===== src/rtl/ddr_tx.sv =====
// ddr_tx: serializes a parallel word into rising/falling-edge bit pairs for a parent output DDR
// Ports: CLK sole clock; RST sync active-high reset; CE clock enable (low holds everything);
//        DATA_IN/VALID/READY word handshake; Q1/Q2 rising/falling-edge bits;
//        FRAME high while Q1/Q2 carry word or parity bits; BUSY high when not idle.
// Option: define DDR_TX_PARITY_EN to append a parity pair (Q1 = ^word, Q2 = ~Q1) to each word.
module ddr_tx #(
    parameter int DATA_WIDTH = 16,
    parameter bit MSB_FIRST  = 1'b1
) (
    input  logic                  CLK,
    input  logic                  RST,
    input  logic                  CE,
    input  logic [DATA_WIDTH-1:0] DATA_IN,
    input  logic                  VALID,
    output logic                  READY,
    output logic                  Q1,
    output logic                  Q2,
    output logic                  FRAME,
    output logic                  BUSY
);
    localparam int NP = DATA_WIDTH / 2;
    localparam int CW = $clog2(NP) + 1;
    localparam logic [CW-1:0] LAST = CW'(NP - 1);
`ifdef DDR_TX_PARITY_EN
    typedef enum logic [1:0] {IDLE, SHIFT, PARITY} state_t;
    logic par_q;
`else
    typedef enum logic {IDLE, SHIFT} state_t;
`endif
    state_t                state_q;
    logic [CW-1:0]         cnt_q;
    logic [DATA_WIDTH-1:0] sreg_q, src, sreg_d;
    logic [1:0]            pair_d;
    logic                  q1_q, q2_q, frame_q, last_data, final_cyc, accept;
    // The next pair comes straight from DATA_IN on accept so the first pair appears one cycle later.
    always_comb begin
        last_data = state_q == SHIFT && cnt_q == LAST;
`ifdef DDR_TX_PARITY_EN
        final_cyc = state_q == PARITY;
`else
        final_cyc = last_data;
`endif
        READY  = CE && (state_q == IDLE || final_cyc);
        accept = READY && VALID;
        src    = accept ? DATA_IN : sreg_q;
        pair_d = MSB_FIRST ? {src[DATA_WIDTH-1], src[DATA_WIDTH-2]} : {src[0], src[1]};
        sreg_d = MSB_FIRST ? src << 2 : src >> 2;
        Q1     = q1_q;
        Q2     = q2_q;
        FRAME  = frame_q;
        BUSY   = state_q != IDLE;
    end
    always_ff @(posedge CLK) begin
        if (RST) begin
            state_q <= IDLE;
            cnt_q   <= '0;
            sreg_q  <= '0;
            q1_q    <= 1'b0;
            q2_q    <= 1'b0;
            frame_q <= 1'b0;
`ifdef DDR_TX_PARITY_EN
            par_q   <= 1'b0;
`endif
        end else if (CE) begin
            if (accept) begin
                state_q        <= SHIFT;
                cnt_q          <= '0;
                sreg_q         <= sreg_d;
                {q1_q, q2_q}   <= pair_d;
                frame_q        <= 1'b1;
`ifdef DDR_TX_PARITY_EN
                par_q          <= ^DATA_IN;
`endif
            end else if (state_q == SHIFT && !last_data) begin
                cnt_q          <= cnt_q + CW'(1);
                sreg_q         <= sreg_d;
                {q1_q, q2_q}   <= pair_d;
`ifdef DDR_TX_PARITY_EN
            end else if (last_data) begin
                state_q        <= PARITY;
                q1_q           <= par_q;
                q2_q           <= ~par_q;
`endif
            end else begin
                state_q        <= IDLE;
                cnt_q          <= '0;
                q1_q           <= 1'b0;
                q2_q           <= 1'b0;
                frame_q        <= 1'b0;
            end
        end
    end
endmodule

===== config.mk =====
export PLATFORM = sky130hd
export DESIGN_NAME = ddr_tx
export DESIGN_NICKNAME = d
export VERILOG_FILES = /design/src/rtl/ddr_tx.sv
export SDC_FILE = /design/constraint.sdc
export NUM_CORES = 1
export LEC_CHECK = 0
export CORE_ASPECT_RATIO = 0.9
export CORE_MARGIN = 8
export CORE_UTILIZATION = 48
export CTS_CLUSTER_SIZE = 40
export DETAILED_ROUTE_END_ITERATION = 12
export HOLD_SLACK_MARGIN = 0.03
export PLACE_DENSITY_LB_ADDON = 0.12
export SYNTH_ARGS = -nofsm -noshare
export SYNTH_HDL_FRONTEND = slang
export SYNTH_SLANG_ARGS = --single-unit
export TNS_END_PERCENT = 30

===== constraint.sdc =====
create_clock -name CLK -period 1.59 [get_ports CLK]
set_clock_uncertainty 0.1 [all_clocks]
set_input_delay 0.2385 -clock CLK [delete_from_list [all_inputs] [get_ports CLK]]
set_output_delay 0.2385 -clock CLK [all_outputs]
set_load 0.01 [all_outputs]

---- After elaboration in Yosys (flattened, before gate mapping) ----
Index checks and enable logic that the tools add are counted.
storage, ports and cells
  output and inout port bits .............. 5
  flip-flop bits (word level) ............. 23
  logic and storage cells ................. 29
  bits of input ports ..................... 20
cells by class
  mux-type cells .......................... 11
  equal/unequal tests ..................... 2
  bitwise logic cells ..................... 1
  add/subtract/negate cells ............... 1
  reductions and logical operators ........ 9
operator list
  cell                 number
  $mux 16              3
  $mux 4               2
  $mux 1               6
  $add 4x1->4 const B  1
  $eq 4x3->1 const B   1
  $logic_and 1x1->1    4
  $reduce_and 2->1     2
  $ne 2x2->1 const B   1
  $reduce_bool 2->1    1
  $logic_not 1->1      1
  $logic_or 1x1->1     1
  $not 1->1            1

---- Longest topological paths before layout ----
Gate-level depths: netlist (run 1).
  word-level depth ........................ 8
  gate-level depth with buffers ........... 6
  gate-level depth less buffers ........... 4

---- Least setup slack after synthesis (run 1) ----
No wires, ideal clock.
  path kind ............................... flip-flop to output port
  start ................................... reg cnt_q[0]
  end ..................................... out READY
  path buffers ............................ 2
  arrival ................................. 1,165 ps
  stages on the path, launching flop included .. 6
  required time ........................... 1,251 ps
  path slack .............................. 86 ps
  cells stage by stage .................... dfxtp_1 -> ha_1 -> nand3b_4 -> buf_6 -> buf_8 -> a21oi_1
on the way
  word-level cells in the longest chain between the ends .. 4
ends and longest elaborated chain
  element                 RTL line  text
  from (decl)             31        logic [CW-1:0] cnt_q;
  from (signal assigned)  75        cnt_q <= cnt_q + CW'(1);
  $eq 4x3->1              37        last_data = state_q == SHIFT && cnt_q == LAST;
  $logic_and 1x1->1       37
  $logic_or 1x1->1        43        READY = CE && (state_q == IDLE || final_cyc);
  $logic_and 1x1->1       43
  to (decl)               15        output logic READY,
No other way between the ends.

---- Final worst setup path (run 1) ----
  start ................................... reg cnt_q[0]
  end ..................................... reg sreg_q[8]
on the way
  word-level cells in the longest chain between the ends .. 8
  elaborated cells on any way between the ends .. 12
  classes of those cells .................. 1 x eq/ne; 3 x mux; 8 x reduce/logical
ends and longest elaborated chain
  element                RTL line  text
  $eq 4x3->1 (*)         37
  $logic_and 1x1->1 (*)  37
  $logic_or 1x1->1       43
  $logic_and 1x1->1      43
  $logic_and 1x1->1      44        accept = READY && VALID;
  $mux 16                45        src = accept ? DATA_IN : sreg_q;
  $mux 16                74        end else if (state_q == SHIFT && !last_data) begin
  $mux 16                65        if (accept) begin
  to (signal assigned)   68        sreg_q <= sreg_d;
  to (signal assigned)   76        sreg_q <= sreg_d;
  to (decl)              32        logic [DATA_WIDTH-1:0] sreg_q, src, sreg_d;
Mark *: on every way between the ends. The rest lies on a longest branch, timed or not. The select of a mux whose other input is x is not followed.
A chain may end at the register's enable or synchronous reset.

==> results.txt, run 1 <==
From left edge to right edge, the die measures 66.1 um. STA puts the critical path data required time at 1.69 ns. The largest stage delay on the critical path came out at 0.38 ns. The count of port buffers added during placement is 24.

After synthesis, the cell types taking the most area are dfxtp_1 39%, o221a_1 12%, a31oi_1 7.5%. The power per cell area came out at 735 nW/um^2. The weighted congestion at the end of routability-driven global placement is 0.762.

The endpoint class of the critical path is a flop. The area used by sequential logic in the layout came out at 427 um^2. The global-route wire length before repair is 4.29 mm.

The worst hold slack after final layout came out at 0.405 ns. The total standard cell area after synthesis is 1080 um^2. The number of optimization iterations in the first detailed-route pass came out at 4. The synthesis-stage register bit count came out at 21. The worst setup slack for register-to-register paths is 0.05 ns.

The gate count of the mapped netlist came out at 108. After the last flow step, the layout net total stands at 160. The via count of the first global-routing pass is 974.

The critical path goes through ha_4 > nand3b_4 > buf_4 > a21o_2 > o221a_1. The core outline area is 2160 um^2. The post-route antenna net violation count came out at 0. The number of top-level pins came out at 25. After floorplanning, the core was divided into 16 placement rows. The reported leakage power is 0.572 nW.

The number of antenna diodes in the final layout is 0. A synthesized cell averages 10.0 um^2. The worst hold path begins at sreg_q[3]. The startpoint identified for the worst register-to-register timing path is cnt_q[0].

The post-layout minimum cycle time came out at 1.54 ns. The biggest area contributor in the post-synthesis netlist is dfxtp_1. In the post-synthesis netlist, the cell with the most instances is dfxtp_1.

The path with the worst hold slack has its endpoint at sreg_q[3]. The critical path start-end classification is flop to flop. The fraction of the yosys area taken by sequential cells came out at 38.8%. The slowest stage of the critical path is the dfxtp_2 cell. The distinct cell type count after synthesis is 30.

Setup slack on the critical path of the routed design comes to 0.0527 ns. For the worst flop-to-flop path, the logic depth is 5. The placed instance count came out at 160. The detailed router finished its first iteration with 54 violations. The largest buffer count on any clock path is 2. Summed over all nets, the half-perimeter wirelength after detailed placement is 1.75 mm. The detailed-route wire length is 2.62 mm. The final number of setup-violating endpoints came out at 0. The most used flip-flop cell after synthesis is dfxtp_1.

The later-pin clock latency in the skew report is 0.30 ns. Clock-pin slew was measured on the worst setup and hold paths at 0.11 ns. The root buffer cell chosen for the clock tree is clkbuf_4. The total global routing track utilization is 13.3%. The finished layout holds 165 standard cells, fillers aside.

The hold violation total from the final report came out at 0. Once layout is complete, the utilization of the core stands at 66.1%. The number of CTS-inserted buffers is 3. The area growth from synthesis to layout is 32.0%.

The data arrival time of the critical path came out at 1.64 ns. The maximum number of pins on one net before global-route repair is 22. The slew of the pin with the lowest slew margin is 0.219 ns. During synthesis, Yosys emitted a total of 0 warnings. The critical-path maximum fanout is 21. The count of cells along the worst hold path came out at 2. The max-cap violation count is 0. After detailed routing, the number of vias per cell comes to 5.68.

The die covers 4040 um^2. TritonCTS built the clock tree. The number of filler instances in the final layout came out at 181. The final clock period utilization by the worst path is 96.7%. STA classifies the critical path startpoint as a flop. The DRC violation count after routing came out at 0. When the netlist entered floorplanning its net count stood at 129. The largest voltage drop on the vdd net is 0.000765 V.

The initial utilization of the core area, before any placement, comes to 50.1%. The y dimension of the die came out at 61.1 um. The worst register-to-register path ends at sreg_q[8]. In the final routed layout, each cell accounts on average for 15.9 um. The maximum clock frequency is 0.651 GHz. The cts-stage hold buffer count came out at 0. The setup slack after placement is -0.213 ns.

The max-slew headroom at the worst pin came out at 85.3%. The H-tree level count came out at 1. The tightest min-delay check is of the flop to flop type.

The initial antenna violation count came out at 0. Setup repair after global routing left no endpoint under its margin. The fraction of registers with async set or reset after synthesis is 0%.

The total congestion overflow is 0. The count of clock tree sinks came out at 21. The synthesized design contains 0 enable-type register cells. The flow ran to the end, and the final reports show no timing, DRC or antenna violations. Counting instances in the post-synthesis netlist gives the leading cell types as 21 x dfxtp_1, 13 x a31oi_1, 13 x inv_1, 12 x o221a_1.

The ratio of cells with drive above 1 in the final layout came out at 19.6%. Buffers added to address setup during post-CTS repair amount to 0. The portion of synthesized cell area occupied by the leading cell type came out at 38.8%.

The combined area of the multi-input logic cells is 534 um^2. The total number of vias is 938. The total count of max-transition violations in the final report came out at 0.
[worst max path at each step]
stage                        start        end  slack [ns]  depth (start not counted)
after floorplan           cnt_q[0]      READY        0.09                          5
after global placement          CE      READY       -0.20                          4
after detailed placement        CE      READY       -0.21                          4
after global routing            Q2         Q2       0.001                          1
after CTS                 cnt_q[1]      READY      -0.009                          4
final                     cnt_q[0]  sreg_q[8]        0.05                          5
[where the power goes]
group          internal [W]  switching [W]
clock network     0.0000977       0.000153
logic              0.000128      0.0000892
registers          0.000560      0.0000228
[state kept, by name, summed over array words and instances (netlist names)]
signal and cells:
sreg_q 14, Q1 1, FRAME 1, Q2 1
cnt_q 4
[critical path, delay by kind of cell, from the launching register on]
kind | cells | cell delay [ns]
AOI/OAI and AO/OA | 2 | 0.52
adders and majority gates | 1 | 0.15
buffers and inverters | 1 | 0.21
DFF | 1 | 0.38
and+or+nand+nor | 1 | 0.07
[routing by layer]
layer | vias to the layer above | track usage (%) | part of all wire [%]
li1 | 466 | - | -
met1 | 437 | 15.4 | 46
met2 | 33 | 22.8 | 45
met3 | 2 | 5.09 | 9.0
met4 | 0 | 2.74 | 0.38
met5 | - | 0 | 0
[cells by family (layout without fill, tap and decap cells)]
| family | after synthesis | after routing | share of synthesized area (%) |
|---|---|---|---|
| AO/OA/AOI/OAI | 41 | 42 | 31.5 |
| buffers and inverters | 24 | 53 | 14.2 |
| flip-flops | 21 | 21 | 38.8 |
| AND/OR/NAND/NOR | 21 | 21 | 14.3 |
| adder cells (fa/ha/maj) | 1 | 1 | 1.15 |
[repair_timing]
action / 4_1_cts / 5_1_grt
gates cloned: 0 / 1
gates resized for setup: 10 / 3
endpoints found under the hold margin: 0 / 0
endpoints found under the setup margin: 15 / 13
pin swaps: 1 / 1
[cell usage in the layout (no fill, tap or decap), drive strengths merged]
cell type      count
a21o               2
a21oi              6
a311oi             2
a31oi             13
and2               1
and4b              2
and4bb             1
buf               13
clkbuf             4
clkdlybuf4s50     21
dfxtp             21
dlygate4sd2        2
ha                 1
inv               13
nand2              6
nand2b             2
nand3              1
nand3b             3
nand4              1
nand4bb            1
nor2               1
nor2b              2
o21ai              3
o21bai             2
o221a             12
o32ai              2
[stage by stage]
stage,power (W),TNS (ns),area [um^2]
finish,0.00105,0,1430
floorplan,0.000706,0,1080
global placement,0.000804,-1.46,1380
CTS,0.00106,-0.00862,1410
detailed placement,0.000810,-1.54,1380
global route,0.00111,0,1430
[cell type report]
cell class | instances | area share, %
clock buffer | 4 | 1.84
inverter | 13 | 3.41
multi-input combinational | 64 | 37.4
sequential | 21 | 29.8
tap | 27 | 2.36
timing repair buffer | 36 | 25.2
No activity file was read; power rests on OpenSTA's default activity.
==> run 2: changes to the inputs <==
- RECOVER_POWER: not set -> 50
==> results.txt, run 2 (same netlist as run 1, synthesis figures left out) <==
The smallest setup slack after layout is 0.0438 ns (-0.00893 ns). The startpoint of the worst-slack reg-to-reg timing path is cnt_q[0]. The count of port buffers added during placement came out at 24 (unchanged). The reported leakage power came to 0.567 nW (-1.0%). Setup repair after global routing left no endpoint under its margin. The power per cell area is 743 nW/um^2 (+1.0%).

In this run the critical register-to-register path is captured at sreg_q[8]. The number of buffers inserted to repair setup after CTS is 0 (unchanged). The count of cells along the worst hold path was 2 (unchanged).

The net switching power was 0.000266 W (+0.21%). The post-route antenna net violation count came to 0 (unchanged). The wire length per cell after detailed routing is 15.9 um (+0.23%). The path class of the tightest hold or removal check is flop to flop.

The x dimension of the die is 66.1 um (unchanged). The hold violation total from the final report is 0 (unchanged). The final number of setup-violating endpoints is 0 (unchanged). The total count of max-transition violations in the final report is 0 (unchanged). The combined area of the multi-input logic cells is 534 um^2 (unchanged). The initial antenna violation count came out at 0 (unchanged).

The area used by sequential logic in the layout came to 423 um^2 (-0.88%). The y dimension of the die is 61.1 um (unchanged). The later-pin clock latency in the skew report is 0.30 ns (about the same). The slew of the pin with the lowest slew margin came to 0.316 ns (+0.0972 ns). The full die area came out at 4040 um^2 (unchanged). In the layout the commonest cells are 21 x clkdlybuf4s50_1, 19 x dfxtp_1, 13 x inv_1, 13 x a31oi_1, 12 x o221a_1.

Leaving out fill and tap cells, the most frequent cell in the layout is clkdlybuf4s50_1. The endpoint class of the critical path is a flop. The worst endpoint required time is 1.69 ns (about the same). The total non-filler cell area in the finished layout came to 1410 um^2 (-1.3%). The core outline area was 2160 um^2 (unchanged).

The number of filler instances in the final layout is 184 (+1.7%). The power share of the clock group came out at 24.0% (+0.2 points). The post-layout minimum cycle time came out at 1.55 ns (+0.00893 ns). The area of placed instances came out at 1380 um^2 (unchanged). The weighted congestion at the end of routability-driven global placement is 0.762 (unchanged). The area growth from synthesis to layout came out at 30.3%. The fraction of power spent switching nets came out at 25.3% (+0.13 points). The largest buffer count on any clock path is 2 (unchanged).

The largest register by flop count is sreg_q. The number of antenna diodes is 0 (unchanged). The largest voltage drop on the vdd net is 0.000764 V (-0.15%). The number of flip-flops under the largest register name is 14 (unchanged). The count of clock tree sinks is 21 (unchanged). The DRC violation count after routing is 0 (unchanged).

The largest registers in the layout are sreg_q x14, cnt_q x4. On the critical path, the stage with the largest delay is an instance of dfxtp_2. The detailed-route wire length is 2.62 mm (+0.23%). The final net count came out at 160 (unchanged). The maximum clock frequency is 0.647 GHz (-0.58%). The run finished with clean final reports.

The initial core utilization came out at 50.1% (unchanged). The total congestion overflow was 0 (unchanged). The portion of total power attributed to combinational logic came out at 20.3% (-0.4 points).

The total power came out at 0.00105 W (-0.29%). The internal portion of total power came to 0.000783 W (-0.47%). The largest stage delay on the critical path is 0.38 ns (about the same).

The number of top-level pins came out at 25 (unchanged). The worst-case reg-to-reg path depth is 5 (unchanged). The via count of the first global-routing pass is 974 (unchanged). By startpoint and endpoint, the worst setup path is classified as flop to flop. The critical path goes through ha_4 > nand3b_4 > buf_4 > a21o_2 > o221a_1.

The data arrival time of the critical path came out at 1.65 ns (about the same). The number of optimization iterations in the first detailed-route pass is 4 (unchanged). The worst setup slack for register-to-register paths was 0.04 ns (about the same).

The final clock period utilization by the worst path is 97.2% (+0.56 points). TritonCTS built the clock tree. The endpoint with the worst hold slack is sreg_q[3]. The cell family contributing the most delay on the critical path is compound AO/OA/AOI/OAI gates. The half-perimeter wire length after placement came out at 1.75 mm (unchanged). The total global routing track utilization came out at 13.3% (unchanged). The number of DRC markers in iteration 0 came out at 46 (-15%).

The maximum number of pins on one net before global-route repair came out at 22 (unchanged). The max-slew headroom at the worst pin was 78.9% (-6.4 points). The cts-stage hold buffer count was 0 (unchanged). The beginning of the worst hold path is sreg_q[3].

The sum of buffers and inverters on the critical path is 1 (unchanged). The critical-path maximum fanout is 21 (unchanged). The total number of vias came to 935 (-0.32%).

The global-route wire length before repair came to 4.29 mm (unchanged). The cell at the root of the clock tree is clkbuf_4. The clock-pin transition on the worst setup and hold timing paths is 0.11 ns (about the same). The setup slack after placement is -0.213 ns (unchanged). The cell row count is 16 (unchanged). The max-cap violation count is 0 (unchanged).

The worst setup path is launched from a flop. The number of vias per cell after detailed routing came out at 5.67 (-0.32%). The H-tree level count is 1 (unchanged). The number of CTS-inserted buffers is 3 (unchanged). The sequential share of power came out at 55.7% (+0.2 points). The ratio of cells with drive above 1 in the final layout is 18.8% (-0.72 points).
run 2: cell count changes in the layout (fill, tap and decap cells not counted), sizes merged:
cell / delta
buf: -2
clkbuf: +2
run 2: area by class of cell:
cell class                      instances  share of cell area, %
Clock buffer                            4                   1.86
Multi-Input combinational cell         64                   37.9
Tap cell                               27                   2.39
Sequential cell                        21                   30.0
Inverter                               13                   3.46
Timing Repair Buffer                   36                   24.5
run 2: power by group through the flow:
| stage | Sequential [W] | Combinational (W) | Clock (W) |
|---|---|---|---|
| 6_report | 0.000584 | 0.000213 | 0.000252 |
| 5_1_grt | 0.000587 | 0.000229 | 0.000292 |
| 4_1_cts | 0.000582 | 0.000214 | 0.000262 |
| 3_5_place_dp | 0.000594 | 0.000217 | 0 |
| 3_3_place_gp | 0.000591 | 0.000213 | 0 |
| 2_1_floorplan | 0.000589 | 0.000117 | 0 |
run 2: metal layers:
metal / track usage, % / vias up / share of wire (%)
met4: 2.74 / 0 / 0.38
met1: 15.4 / 443 / 48
li1: - / 465 / -
met5: 0 / - / 0
met3: 5.09 / 2 / 7.0
met2: 22.8 / 25 / 44
run 2: tightest hold or removal path, cell delays in order (launching register included):
cell,delay [ns]
dfxtp_1,0.32
inv_1,0.07
o32ai_2,0.08
run 2: metrics by stage:
stage	TNS, ns	hold slack, ns	util, %	instances
after floorplan	0	0.298	-	108
after detailed placement	-1.54	0.388	63.8	160
after global placement	-1.46	0.381	63.8	160
final	0	0.405	65.3	165
after CTS	-0.00862	0.404	65.0	164
after global routing	0	0.408	65.3	165
run 2: what timing repair did:
item | CTS | global route
pin swaps | 1 | 1
resized for setup | 10 | 3
setup endpoints to repair | 15 | 13
gates cloned | 0 | 1
run 2: worst max path at each step:
stage	start	end	slack, ns	depth (start not counted)
after floorplan	cnt_q[0]	READY	0.09	5
after global placement	CE	READY	-0.20	4
after detailed placement	CE	READY	-0.21	4
after CTS	cnt_q[1]	READY	-0.009	4
after global routing	cnt_q[0]	READY	0.0004	4
final	cnt_q[0]	sreg_q[8]	0.04	5
